===== config.mk =====
export PLATFORM = sky130hd
export DESIGN_NAME = branch_compare
export DESIGN_NICKNAME = d
export VERILOG_FILES = /design/src/rtl/branch_pkg.sv /design/src/rtl/cmp_chunk.sv /design/src/rtl/branch_compare.sv
export SDC_FILE = /design/constraint.sdc
export NUM_CORES = 1
export LEC_CHECK = 0
export BUFFER_PORTS_ARGS = -buffer_cell sky130_fd_sc_hd__buf_2
export CAP_MARGIN = 20
export CORE_MARGIN = 1
export CORE_UTILIZATION = 54
export DETAILED_ROUTE_END_ITERATION = 8
export PLACE_DENSITY = 0.83
export REMOVE_ABC_BUFFERS = 1
export SKIP_CTS_REPAIR_TIMING = 1
export SLEW_MARGIN = 0
export SYNTH_ARGS = -nofsm -noshare
export SYNTH_HDL_FRONTEND = slang
export SYNTH_SLANG_ARGS = --single-unit

===== constraint.sdc =====
create_clock -name clk -period 2.45 [get_ports clk]
set_input_delay 0.1225 -clock clk [delete_from_list [all_inputs] [get_ports clk]]
set_output_delay 0.1225 -clock clk [all_outputs]
set_load 0.01 [all_outputs]

===== src/rtl/branch_pkg.sv =====
// Shared types and constants for the chunked branch comparator.
`timescale 1ns/1ps
package branch_pkg;

    typedef enum logic [1:0] {
        IDLE = 2'd0,
        CMP  = 2'd1,
        DONE = 2'd2
    } state_t;

    localparam logic [2:0] F3_BEQ  = 3'b000;
    localparam logic [2:0] F3_BNE  = 3'b001;
    localparam logic [2:0] F3_BLT  = 3'b100;
    localparam logic [2:0] F3_BGE  = 3'b101;
    localparam logic [2:0] F3_BLTU = 3'b110;
    localparam logic [2:0] F3_BGEU = 3'b111;

    // BLT and BGE order their operands as two's complement, everything else unsigned
    function automatic logic isSignedCmp(input logic [2:0] funct3);
        return (funct3 == F3_BLT) || (funct3 == F3_BGE);
    endfunction

endpackage


===== src/rtl/cmp_chunk.sv =====
// Combinational magnitude compare of one CHUNK-bit operand slice.
`timescale 1ns/1ps
module cmp_chunk #(
    parameter int CHUNK = 8
) (
    input  logic [CHUNK-1:0] a,
    input  logic [CHUNK-1:0] b,
    output logic             gt,
    output logic             eq,
    output logic             lt
);

    // Unsigned ordering of the slice; exactly one flag is always high
    always_comb begin
        gt = (a > b);
        eq = (a == b);
        lt = (a < b);
    end

endmodule


===== src/rtl/branch_compare.sv =====
// Multi-cycle branch comparator: walks the operands MSB slice first and
// stops at the first slice that differs, or at the last slice when equal.
`timescale 1ns/1ps
module branch_compare
    import branch_pkg::*;
#(
    parameter int CHUNK = 8
) (
    input  logic        clk,
    input  logic        rst_n,
    input  logic        start,
    output logic        ready,
    input  logic [31:0] rs1,
    input  logic [31:0] rs2,
    input  logic [2:0]  funct_3,
    input  logic        branch_in,
    output logic        done,
    output logic        more,
    output logic        even,
    output logic        less,
    output logic        branch_out
);

    localparam int NSLICE = 32 / CHUNK;
    localparam int IDXW   = (NSLICE > 1) ? $clog2(NSLICE) : 1;
    localparam logic [IDXW-1:0] LAST_IDX = IDXW'(NSLICE - 1);

    state_t          r_state;
    state_t          w_nextState;
    logic [31:0]     r_rs1;
    logic [31:0]     r_rs2;
    logic [IDXW-1:0] r_idx;
    logic            w_accept;
    logic            w_signed;
    logic            w_gt;
    logic            w_eq;
    logic            w_lt;
    logic            w_lastSlice;
    logic            w_decide;

    assign w_accept    = start && ready;
    assign w_signed    = isSignedCmp(funct_3);
    assign w_lastSlice = (r_idx == '0);
    assign w_decide    = (r_state == CMP) && (!w_eq || w_lastSlice);

    // The captured operands are shifted up each cycle, so the slice under
    // test is always the top CHUNK bits
    cmp_chunk #(.CHUNK(CHUNK)) u_cmpChunk (
        .a  (r_rs1[31 -: CHUNK]),
        .b  (r_rs2[31 -: CHUNK]),
        .gt (w_gt),
        .eq (w_eq),
        .lt (w_lt)
    );

    // State register
    always_ff @(posedge clk or negedge rst_n) begin
        if (!rst_n) begin
            r_state <= IDLE;
        end else begin
            r_state <= w_nextState;
        end
    end

    // Next-state logic; a start in DONE is deliberately not seen
    always_comb begin
        w_nextState = r_state;
        case (r_state)
            IDLE:    if (start)    w_nextState = CMP;
            CMP:     if (w_decide) w_nextState = DONE;
            DONE:                  w_nextState = IDLE;
            default:               w_nextState = IDLE;
        endcase
    end

    // Handshake outputs decoded from the state
    always_comb begin
        ready = (r_state == IDLE);
        done  = (r_state == DONE);
    end

    // Operand capture, slice walk and result flags; flipping bit 31 turns
    // signed order into unsigned order so one comparator serves both
    always_ff @(posedge clk or negedge rst_n) begin
        if (!rst_n) begin
            r_rs1      <= '0;
            r_rs2      <= '0;
            r_idx      <= '0;
            more       <= 1'b0;
            even       <= 1'b0;
            less       <= 1'b0;
            branch_out <= 1'b0;
        end else if (w_accept) begin
            r_rs1      <= {rs1[31] ^ w_signed, rs1[30:0]};
            r_rs2      <= {rs2[31] ^ w_signed, rs2[30:0]};
            r_idx      <= LAST_IDX;
            more       <= 1'b0;
            even       <= 1'b0;
            less       <= 1'b0;
            branch_out <= branch_in;
        end else if (r_state == CMP) begin
            if (w_decide) begin
                more <= w_gt;
                even <= w_eq;
                less <= w_lt;
            end else begin
                r_rs1 <= r_rs1 << CHUNK;
                r_rs2 <= r_rs2 << CHUNK;
                r_idx <= r_idx - IDXW'(1);
            end
        end
    end

endmodule


==> results of run 1 <==
-- worst paths after layout --
check,endpoint,slack (ps),cells past startpoint
setup reg to reg,r_rs1[13],150,6
max in group asynchronous,r_rs2[18],1410,2
hold reg to reg,branch_out,490,2
setup / recovery,r_rs1[13],150,6
min in group asynchronous,r_rs1[0],430,2
hold / removal,r_rs2[18],-1,3
-- worst min-delay path: cells and delay by family --
kind          cells  cell delay [ps]
simple gates      2              100
buf+inv           1               70
-- area by class of cell --
cell class / instances / area [um2]
clock buffers: 12 / 155
clock inverters: 3 / 17.5
repair buffers: 123 / 846
flip-flops and latches: 72 / 1800
well taps: 75 / 93.8
fillers: 443 / 1590
multi-input cells: 256 / 1410
inverters: 11 / 41.3
-- registers in the layout, indices dropped and copies added, names as in the netlist --
| signal | cells |
|---|---|
| r_rs1 | 32 |
| r_rs2 | 32 |
| r_idx | 2 |
| r_state | 2 |
| branch_out | 1 |
| even | 1 |
| less | 1 |
| more | 1 |
-- per-layer routing --
metal | routed length (um) | vias to the layer above
li1 | - | 1489
met1 | 3320 | 1455
met2 | 3920 | 79
met3 | 343 | 8
met4 | 65 | 0
met5 | 0 | -
-- metrics by stage --
step,power [mW],setup TNS [ps],utilization (%),hold WS (ps)
floorplan,2.58,-114540,-,-173
global placement,2.90,0,64.0,305
finish,3.83,0,73.3,-1.14
detailed placement,2.97,0,64.0,309
global route,4.11,0,73.3,-6.79
CTS,3.81,0,66.9,-62.8
-- cells by family after synthesis --
family / count (synthesis) / share of synthesized area [%]
flops: 72 / 53.6
xor+xnor: 2 / 0.522
fa+ha+maj: 9 / 3.35
simple gates: 209 / 28.9
compound gates: 36 / 8.72
buf+inv: 39 / 4.88
-- power by group through the flow --
stage | Combinational [mW] | Clock (mW) | Sequential [mW]
6_report | 1.17 | 0.824 | 1.84
5_1_grt | 1.33 | 0.897 | 1.88
4_1_cts | 1.14 | 0.843 | 1.83
3_5_place_dp | 1.12 | 0 | 1.84
3_3_place_gp | 1.07 | 0 | 1.83
2_1_floorplan | 0.782 | 0 | 1.80
-- synthesized netlist by cell type (2+ instances only) --
master,number
nand2_1,87
nand3_1,86
dfrtp_1,72
clkbuf_1,19
and3_1,16
a221o_1,15
inv_1,11
ha_1,9
nor2_1,9
a31oi_1,7
buf_1,5
nor2b_1,4
o211ai_1,4
a21oi_1,2
buf_2,2
buf_6,2
o21ai_0,2
o31ai_1,2
xnor2_1,2
==> summary.md, run 1 <==
| Metric | Value |
|---|---|
| Status | finished, violations left |
| Failing checks | negative hold slack |
| Crit-path leading delay family | simple AND/OR/NAND/NOR gates |
| Clock H-tree levels | 3 |
| Crit-path cells | inv_1, ha_1, nand4_2, or4_4, and3_1, a221o_1 |
| Crit end category | flip-flop |
| Clk_skew | 10.2 ps |
| Synth top area share | 53.6% |
| Final-report max-slew violation count | 0 |
| F_max | ~430 MHz |
| Wire per inst | 13.9 um |
| Combinational share of power | between 30% and 40% |
| TritonRoute pass-1 iters | 4 |
| RSZ-0062 raised after global routing | false |
| Gr ovfl total | 0 |
| WHS | -1.14 ps |
| Port bufs | 75 |
| Switching power | 1.26 mW |
| Yosys warning count | 0 |
| Fin. Hold Viols | 2 |
| Grt met3 use | slightly above 8% |
| Synthesized area per cell | approximately 9.2 um2 |
| CTS sink count | 72 |
| Post-layout min period | 2300 ps |
| First-pass GRT wire length | 12.1 mm |
| Drt total wl | 7.65 mm |
| Final net count | between 500 and 600 |
| Vias in the first global route | 2808 |
| CP arrival | 2530 ps |
| CTS tree | done |
| Clock Power Share | 21.5% |
| Final instance area | 4360 um2 |
| Worst slew pin tran | 893 ps |
| Final RePlAce weighted congestion | roughly 0.77 |
| Diode count | 0 |
| DRC viols | 0 |
| Met2 usage | 43.2% |
| Min-delay src | rs2[18] |
| CP required | around 2700 ps |
| Largest net degree at the start of global routing | 73 |
| Worst R2R Start | r_rs2[29] |
| Most frequent cells in the layout | nand2_1 (86), nand3_1 (86), buf_2 (74) |
| Met1 Use GR | 28.9% |
| Delay of the slowest critical-path stage | 740 ps |
| Layout cells sized above 1 | 22.0% |
| Max Fanout on Critical Path | 43 |
| GRT Util Overall | 24.6% |
| Gr busiest metal | met2 |
| Die area | 6540 um2 |
| Clock slew at reported path FFs | roughly 70 ps |
| CTS buffer count | 9 |
| Die Wd | between 80 and 90 um |
| Crit-path slowest cell | or4_4 |
| Clk_lat worst skew | 340 ps |
| Iter 0 DRT Violations | 178 |
| PD cells | 878 nW/um2 |
| Post-synthesis async set-or-reset flop share | 100% |
| Leakage | 2.23 nW |
| Synth Instances | 367 |
| DR vias/cell | 5.49 |
| # IOs | 77 |
| Reg power frac | 47.9% |
| DP Worst Slack | 229 ps |
| Hpwl dp | 4.54 mm |
| Largest area contributor in the netlist | dfrtp_1 |
| Area post-placement | 3810 um2 |
| Core area | approximately 6000 um2 |
| Synth top area cells | dfrtp_1 (54%), nand3_1 (13%), nand2_1 (9.7%) |
| Max Cap Violations | 0 |
| Sequential share of the synthesized area | 53.6% |
| Initial antenna violation count | 0 |
| Yosys reg bits | 72 |
| Final setup vio count | 0 |
| Final worst path period share | 94.1% |
| Distinct cell type count of the synthesized netlist | 30 |
| Layout area overhead | 29.9% |
| Setup crit start kind | flip-flop |
| Post-route worst setup slack | 145 ps |
| Max-slew headroom | 40.4% |
| Critical path class | flip-flop to flip-flop |
| Internal power | 2.58 mW |
| Starting Density | 56.4% |
| CTS max path bufs | 2 |
| Placed insts | 499 |
| Post-Synthesis Cell Area | about 3400 um2 |
| Main synth FF type | dfrtp_1 |
| DRT antenna net count | 0 |
| Switching share of total power | 32.8% |
| Worst VDD drop | 610 uV |
| Post-synth EDFFs | 0 |
| Final cell count without fillers | approximately 550 |
| Critical path startpoint | r_rs2[29] |
| Site Rows | 28 |
| Via count | 3031 |
| Clock tree root buffer cell | clkbuf_8 |
| Crit path buf inv count | 1 |
| Min-delay worst type | input port to flip-flop |
| Die outline height | 80.9 um |
(Power assumes the default switching activity.)
==> inputs of run 2 (changes only) <==
--- a/config.mk
+++ b/config.mk
@@ -5,10 +5,12 @@
 export SDC_FILE = /design/constraint.sdc
 export NUM_CORES = 1
 export LEC_CHECK = 0
+export ABC_AREA = 0
 export BUFFER_PORTS_ARGS = -buffer_cell sky130_fd_sc_hd__buf_2
 export CAP_MARGIN = 20
 export CORE_MARGIN = 1
 export CORE_UTILIZATION = 54
+export CTS_BUF_LIST = sky130_fd_sc_hd__clkbuf_16
 export DETAILED_ROUTE_END_ITERATION = 8
 export PLACE_DENSITY = 0.83
 export REMOVE_ABC_BUFFERS = 1
==> run 2 against run 1 <==
  * The run still ends with negative hold slack left
  * Critical path type unchanged
  * Flip-flop and latch count stayed put
  * Highest routed layer unchanged
  * Combinational power hardly changed
  * Global-route usage is 0.25 points higher
==> summary.md, run 2 (synthesis gave the netlist of run 1 again) <==
| Metric | Value |
|---|---|
| Status | finished, violations left (unchanged) |
| Failing checks | negative hold slack (unchanged) |
| Post-layout min period | 2250 ps (was 2300 ps) |
| First-pass GRT wire length | 12.2 mm (was 12.1 mm) |
| Final-report max-slew violation count | 0 (unchanged) |
| Fin. Hold Viols | 80 (was 2) |
| CTS tree | done (unchanged) |
| DRC viols | 0 (unchanged) |
| Final instance area | 4180 um2 (was 4360 um2) |
| Worst VDD drop | 595 uV (was 610 uV) |
| Die area | 6540 um2 (unchanged) |
| Via count | 2970 (was 3031) |
| F_max | 444 MHz (was 434 MHz) |
| Layout cells sized above 1 | 22.9% (was 22.0%) |
| Clock H-tree levels | 3 (unchanged) |
| Min-delay worst type | input port to async pin (was input port to flip-flop) |
| Max Fanout on Critical Path | 43 (unchanged) |
| Final cell count without fillers | 525 (was 552) |
| Final RePlAce weighted congestion | 0.768 (unchanged) |
| Switching power | 1.30 mW (was 1.26 mW) |
| Internal power | 2.80 mW (was 2.58 mW) |
| CTS buffer count | 9 (unchanged) |
| CTS sink count | 72 (unchanged) |
| FF+latch area | 1800 um2 (unchanged) |
| Leakage | 2.15 nW (was 2.23 nW) |
| Post-route worst setup slack | 197 ps (was 145 ps) |
| Die Wd | 80.9 um (unchanged) |
| Max-slew headroom | 40.4% (about the same) |
| Multi-input gate area | 1410 um2 (unchanged) |
| Final setup vio count | 0 (unchanged) |
| Hpwl dp | 4.54 mm (unchanged) |
| DR vias/cell | 5.66 (was 5.49) |
| Switching share of total power | 31.7% (was 32.8%) |
| Wire per inst | 14.1 um (was 13.9 um) |
| Largest net degree at the start of global routing | 73 (unchanged) |
| Clk_skew | 7.58 ps (was 10.2 ps) |
| Clk_lat worst skew | 330 ps (was 340 ps) |
| Clock Power Share | 27.4% (was 21.5%) |
| Reg power frac | 44.9% (was 47.9%) |
| Most frequent cells in the layout | nand2_1 (86), nand3_1 (86), buf_2 (74) (unchanged) |
| Initial antenna violation count | 0 (unchanged) |
| Critical path class | flip-flop to flip-flop (unchanged) |
| Port bufs | 75 (unchanged) |
| PD cells | 982 nW/um2 (was 878 nW/um2) |
| Starting Density | 56.4% (unchanged) |
| Vias in the first global route | 2838 (was 2808) |
| CP required | 2660 ps (was 2670 ps) |
| Post-route setup TNS | 0 ps (unchanged) |
| RSZ-0062 raised after global routing | false (unchanged) |
| Setup crit start kind | flip-flop (unchanged) |
| DP Worst Slack | 229 ps (unchanged) |
| DRT antenna net count | 0 (unchanged) |
| Final worst path period share | 92.0% (was 94.1%) |
| CP arrival | 2460 ps (was 2530 ps) |
| GRT Util Overall | 24.8% (was 24.6%) |
| Iter 0 DRT Violations | 153 (was 178) |
| Site Rows | 28 (unchanged) |
| Clock slew at reported path FFs | 50 ps (was 70 ps) |
| Combinational share of power | 27.7% (was 30.6%) |
| Crit end category | flip-flop (unchanged) |
| TritonRoute pass-1 iters | 4 (unchanged) |
| Final net count | 526 (was 553) |
| Max Cap Violations | 0 (unchanged) |
| Area post-placement | 3810 um2 (unchanged) |
| Layout area overhead | 24.3% (was 29.9%) |
| Gr ovfl total | 0 (unchanged) |
| WHS | -78.2 ps (was -1.14 ps) |
| Fill cell total of the finished layout | 476 (was 443) |
| FF-to-FF setup slack | 200 ps (was 150 ps) |
| Core area | 5960 um2 (unchanged) |
| # IOs | 77 (unchanged) |
| Biggest regs | r_rs1 x32, r_rs2 x32 (unchanged) |
| Placed insts | 499 (unchanged) |
| Drt total wl | 7.42 mm (was 7.65 mm) |
| Clock tree root buffer cell | clkbuf_16 (was clkbuf_8) |
| CTS max path bufs | 2 (unchanged) |
| Die outline height | 80.9 um (unchanged) |
| Diode count | 0 (unchanged) |
| Worst slew pin tran | 894 ps (was 893 ps) |
==> run 2: final cells by class <==
type	instances	area share, %
sequential	72	43.2
multi-input combinational	256	33.7
timing repair buffer	96	13.8
clock buffer	9	5.39
tap	75	2.25
inverter	11	0.989
clock inverter	6	0.689
==> run 2: worst max-delay path: stages, from the launching register on <==
cell	delay [ps]
dfrtp_1	360
inv_1	60
ha_1	300
nand4_2	110
or4_4	730
and3_1	290
a221o_1	270
==> run 2: final timing paths <==
check,depth (start not counted),start,end
setup / recovery,6,r_rs2[29],r_rs1[13]
max in group asynchronous,1,rst_n,r_state[0]
hold reg to reg,2,branch_out,branch_out
hold / removal,1,rst_n,r_rs2[8]
min in group clk,3,rs1[0],r_rs1[0]
setup reg to reg,6,r_rs2[29],r_rs1[13]
==> run 2: power by group through the flow <==
stage	clock, mW	combinational [mW]	sequential, mW
global placement	0	1.07	1.83
global route	1.19	1.29	1.89
finish	1.12	1.14	1.84
floorplan	0	0.782	1.80
detailed placement	0	1.12	1.84
CTS	1.14	1.14	1.84
==> run 2: stage by stage <==
step	utilization (%)	total power, mW
floorplan	-	2.58
global placement	64.0	2.90
detailed placement	64.0	2.97
CTS	68.3	4.11
global route	70.1	4.37
finish	70.1	4.10
==> run 2: layer usage <==
layer	wire [um]	global-route usage [%]	vias up
li1	-	-	1441
met1	3240	29.0	1437
met2	3770	43.9	84
met3	322	6.29	8
met4	82	8.93	0
met5	0	0	-
==> inputs of run 3 (changes only) <==
--- a/config.mk
+++ b/config.mk
@@ -5,14 +5,16 @@
 export SDC_FILE = /design/constraint.sdc
 export NUM_CORES = 1
 export LEC_CHECK = 0
-export ABC_AREA = 0
+export ABC_AREA = 1
 export BUFFER_PORTS_ARGS = -buffer_cell sky130_fd_sc_hd__buf_2
 export CAP_MARGIN = 20
+export CELL_PAD_IN_SITES_DETAIL_PLACEMENT = 1
+export CELL_PAD_IN_SITES_GLOBAL_PLACEMENT = 1
 export CORE_MARGIN = 1
-export CORE_UTILIZATION = 54
+export CORE_UTILIZATION = 39
 export CTS_BUF_LIST = sky130_fd_sc_hd__clkbuf_16
 export DETAILED_ROUTE_END_ITERATION = 8
-export PLACE_DENSITY = 0.83
+export PLACE_DENSITY = 0.82
 export REMOVE_ABC_BUFFERS = 1
 export SKIP_CTS_REPAIR_TIMING = 1
 export SLEW_MARGIN = 0
==> run 3 against run 2 <==
  * Sequential share of layout area is 2.5 points lower
  * Flip-flop and latch count did not move
  * The run still ends with negative hold slack left
  * Worst setup slack improved by 290 ps
  * Routed wire length grew 23%
  * Utilization is 23 points lower
  * Register-to-register slack improved by 290 ps
  * Critical endpoint is now r_idx[0]
  * Combinational power rose by 86%
  * Clock power about the same
  * Global-route usage is 4.9 points lower
  * Sequential power grew 8%
==> summary.md, run 3 <==
| Metric | Value |
|---|---|
| Worst slew pin tran | 920 ps (was 894 ps) |
| Failing checks | negative hold slack (unchanged) |
| Wire per inst | 12.8 um (was 14.1 um) |
| Sequential share of the synthesized area | 47.5% (was 53.6%) |
| Synth top area cells | dfrtp_1 (48%), nand2_1 (29%), nand3_1 (9.4%) (was dfrtp_1 (54%), nand3_1 (13%), nand2_1 (9.7%)) |
| Fin. Hold Viols | 76 (was 80) |
| Diode count | 0 (unchanged) |
| Die area | 10100 um2 (was 6540 um2) |
| Initial antenna violation count | 0 (unchanged) |
| CP arrival | 2220 ps (was 2460 ps) |
| Area post-placement | 4190 um2 (was 3810 um2) |
| First-pass GRT wire length | 16.0 mm (was 12.2 mm) |
| Final net count | 657 (was 526) |
| Crit end category | flip-flop (unchanged) |
| Post-route worst setup slack | 488 ps (was 197 ps) |
| Drt total wl | 9.10 mm (was 7.42 mm) |
| Distinct cell type count of the synthesized netlist | 20 (was 30) |
| Fill cell total of the finished layout | 1213 (was 476) |
| GRT Util Overall | 19.9% (was 24.8%) |
| Critical path class | flip-flop to flip-flop (unchanged) |
| Final RePlAce weighted congestion | 0.767 (was 0.768) |
| Yosys reg bits | 72 (unchanged) |
| Synth Instances | 518 (was 367) |
| Die Wd | 101 um (was 80.9 um) |
| Final instance area | 4430 um2 (was 4180 um2) |
| Main synth FF type | dfrtp_1 (unchanged) |
| DP Worst Slack | 497 ps (was 229 ps) |
| CP required | 2710 ps (was 2660 ps) |
| Leakage | 2.58 nW (was 2.15 nW) |
| Largest net degree at the start of global routing | 73 (unchanged) |
| Core area | 9330 um2 (was 5960 um2) |
| # IOs | 77 (unchanged) |
| Yosys warning count | 0 (unchanged) |
| CTS tree | done (unchanged) |
| Post-Route M1 WL | 3.99 mm (was 3.24 mm) |
| CTS buffer count | 9 (unchanged) |
| Overall Power | 5.20 mW (was 4.10 mW) |
| Most numerous cell in the Yosys netlist | nand2_1 (unchanged) |
| Setup crit start kind | flip-flop (unchanged) |
| Synthesized area per cell | 7.32 um2 (was 9.15 um2) |
| Status | finished, violations left (unchanged) |
| Crit-path slowest cell | buf_4 (was or4_4) |
| Worst path most repeated cell | nand2_1 |
| Metal2 WL | 4.71 mm (was 3.77 mm) |
| Post-synth EDFFs | 0 (unchanged) |
| Max Cap Violations | 0 (unchanged) |
| Largest area contributor in the netlist | dfrtp_1 (unchanged) |
| Clock H-tree levels | 3 (unchanged) |
| Min-delay worst type | input port to async pin (unchanged) |
| Synth top area share | 47.5% (was 53.6%) |
| DR top layer | met4 (unchanged) |
| DRT antenna net count | 0 (unchanged) |
| WHS | -57.8 ps (was -78.2 ps) |
| Final cell count without fillers | 709 (was 525) |
| Post-layout min period | 1960 ps (was 2250 ps) |
| Iter 0 DRT Violations | 131 (was 153) |
| DR vias/cell | 4.80 (was 5.66) |
| Hpwl dp | 5.84 mm (was 4.54 mm) |
| PD cells | 1170 nW/um2 (was 982 nW/um2) |
| Crit path buf inv count | 1 (unchanged) |
| DRC viols | 0 (unchanged) |
| Layout area overhead | 16.9% (was 24.3%) |
| Placed insts | 695 (was 499) |
| Layout cells sized above 1 | 16.9% (was 22.9%) |
| TritonRoute pass-1 iters | 6 (was 4) |
| Starting Density | 40.6% (was 56.4%) |
| Commonest non-fill, non-tap cell in the layout | nand2_1 |
| CTS sink count | 72 (unchanged) |
| Port bufs | 75 (unchanged) |
| Crit-path leading delay family | simple AND/OR/NAND/NOR gates (unchanged) |
| Final-report max-slew violation count | 0 (unchanged) |
| Max Fanout on Critical Path | 66 (was 43) |
| Met3 routed WL | 219 um (was 322 um) |
| Die outline height | 101 um (was 80.9 um) |
| Delay of the slowest critical-path stage | 560 ps (was 730 ps) |
| Biggest regs | r_rs1 x32, r_rs2 x32 (unchanged) |
| Crit-path cells | ha_1, nand2_1, nor2_4, nand4_4, buf_4, nand3_1, nand2_1 (was inv_1, ha_1, nand4_2, or4_4, and3_1, a221o_1) |
| Post-Synthesis Cell Area | 3790 um2 (was 3360 um2) |
| Site Rows | 35 (was 28) |
| Top cells by count, synth | nand2_1 (296), dfrtp_1 (72), nand3_1 (71), inv_1 (17), buf_2 (13) (was nand2_1 (87), nand3_1 (86), dfrtp_1 (72), clkbuf_1 (19), and3_1 (16)) |
| Max-slew headroom | 38.7% (was 40.4%) |
| RSZ-0062 raised after global routing | false (unchanged) |
| Vias in the first global route | 3547 (was 2838) |
| Clk_lat worst skew | 320 ps (was 330 ps) |
| Final setup vio count | 0 (unchanged) |
| Clock tree root buffer cell | clkbuf_16 (unchanged) |
| F_max | 510 MHz (was 444 MHz) |
| CTS max path bufs | 2 (unchanged) |
| Most frequent cells in the layout | nand2_1 (296), buf_2 (74), dfrtp_1 (72) (was nand2_1 (86), nand3_1 (86), buf_2 (74)) |
| Clk_skew | 5.12 ps (was 7.58 ps) |
| Clock slew at reported path FFs | 50 ps (about the same) |
| Worst VDD drop | 419 uV (was 595 uV) |
| Via count | 3406 (was 2970) |
| Final worst path period share | 80.1% (was 92.0%) |
| Gr ovfl total | 0 (unchanged) |
| Post-synthesis async set-or-reset flop share | 100% (unchanged) |
run 3: cell families (layout without fill, tap and decap cells):
family          after synthesis  in the layout  share of synthesized area (%)
compound gates                8              8                           1.19
buf+inv                      51            113                           7.66
flops                        72             72                           47.5
fa+ha+maj                     9              9                           2.97
simple gates                378            378                           40.7
run 3: area by class of cell:
type                       instances  area (um2)  share of cell area, %
sequential                        72        1800                   40.7
multi-input combinational        395        1710                   38.7
timing repair buffer              80         440                   9.94
clock buffer                       9         225                   5.08
tap                              129         161                   3.64
inverter                          19        71.3                   1.61
clock inverter                     5        18.8                  0.423
run 3: report_power, final:
group          switching (mW)  leakage, nW  internal (mW)  total (mW)
combinational            1.34         1.54          0.778        2.12
clock                   0.452        0.126          0.655        1.11
sequential              0.283        0.916           1.70        1.98
run 3: per-layer routing:
metal,vias to the layer above,global-route usage (%)
li1,1718,-
met1,1616,24.1
met2,56,34.9
met3,16,3.33
met4,0,9.03
met5,-,0
run 3: final timing paths:
path,startpoint,depth (start not counted),end,slack (ps)
setup / recovery,r_rs1[31],7,r_idx[0],490
hold / removal,rst_n,1,r_rs1[0],-60
setup reg to reg,r_rs1[31],7,r_idx[0],490
hold reg to reg,r_rs1[5],2,r_rs1[5],500
max in group asynchronous,rst_n,1,r_rs2[21],1920
min in group clk,rs1[4],3,r_rs1[4],0
run 3: metrics by stage:
stage	setup TNS [ps]	utilization (%)
after floorplan	-27230	-
after global placement	0	44.9
after detailed placement	0	44.9
after CTS	0	47.5
after global routing	0	47.5
final	0	47.5
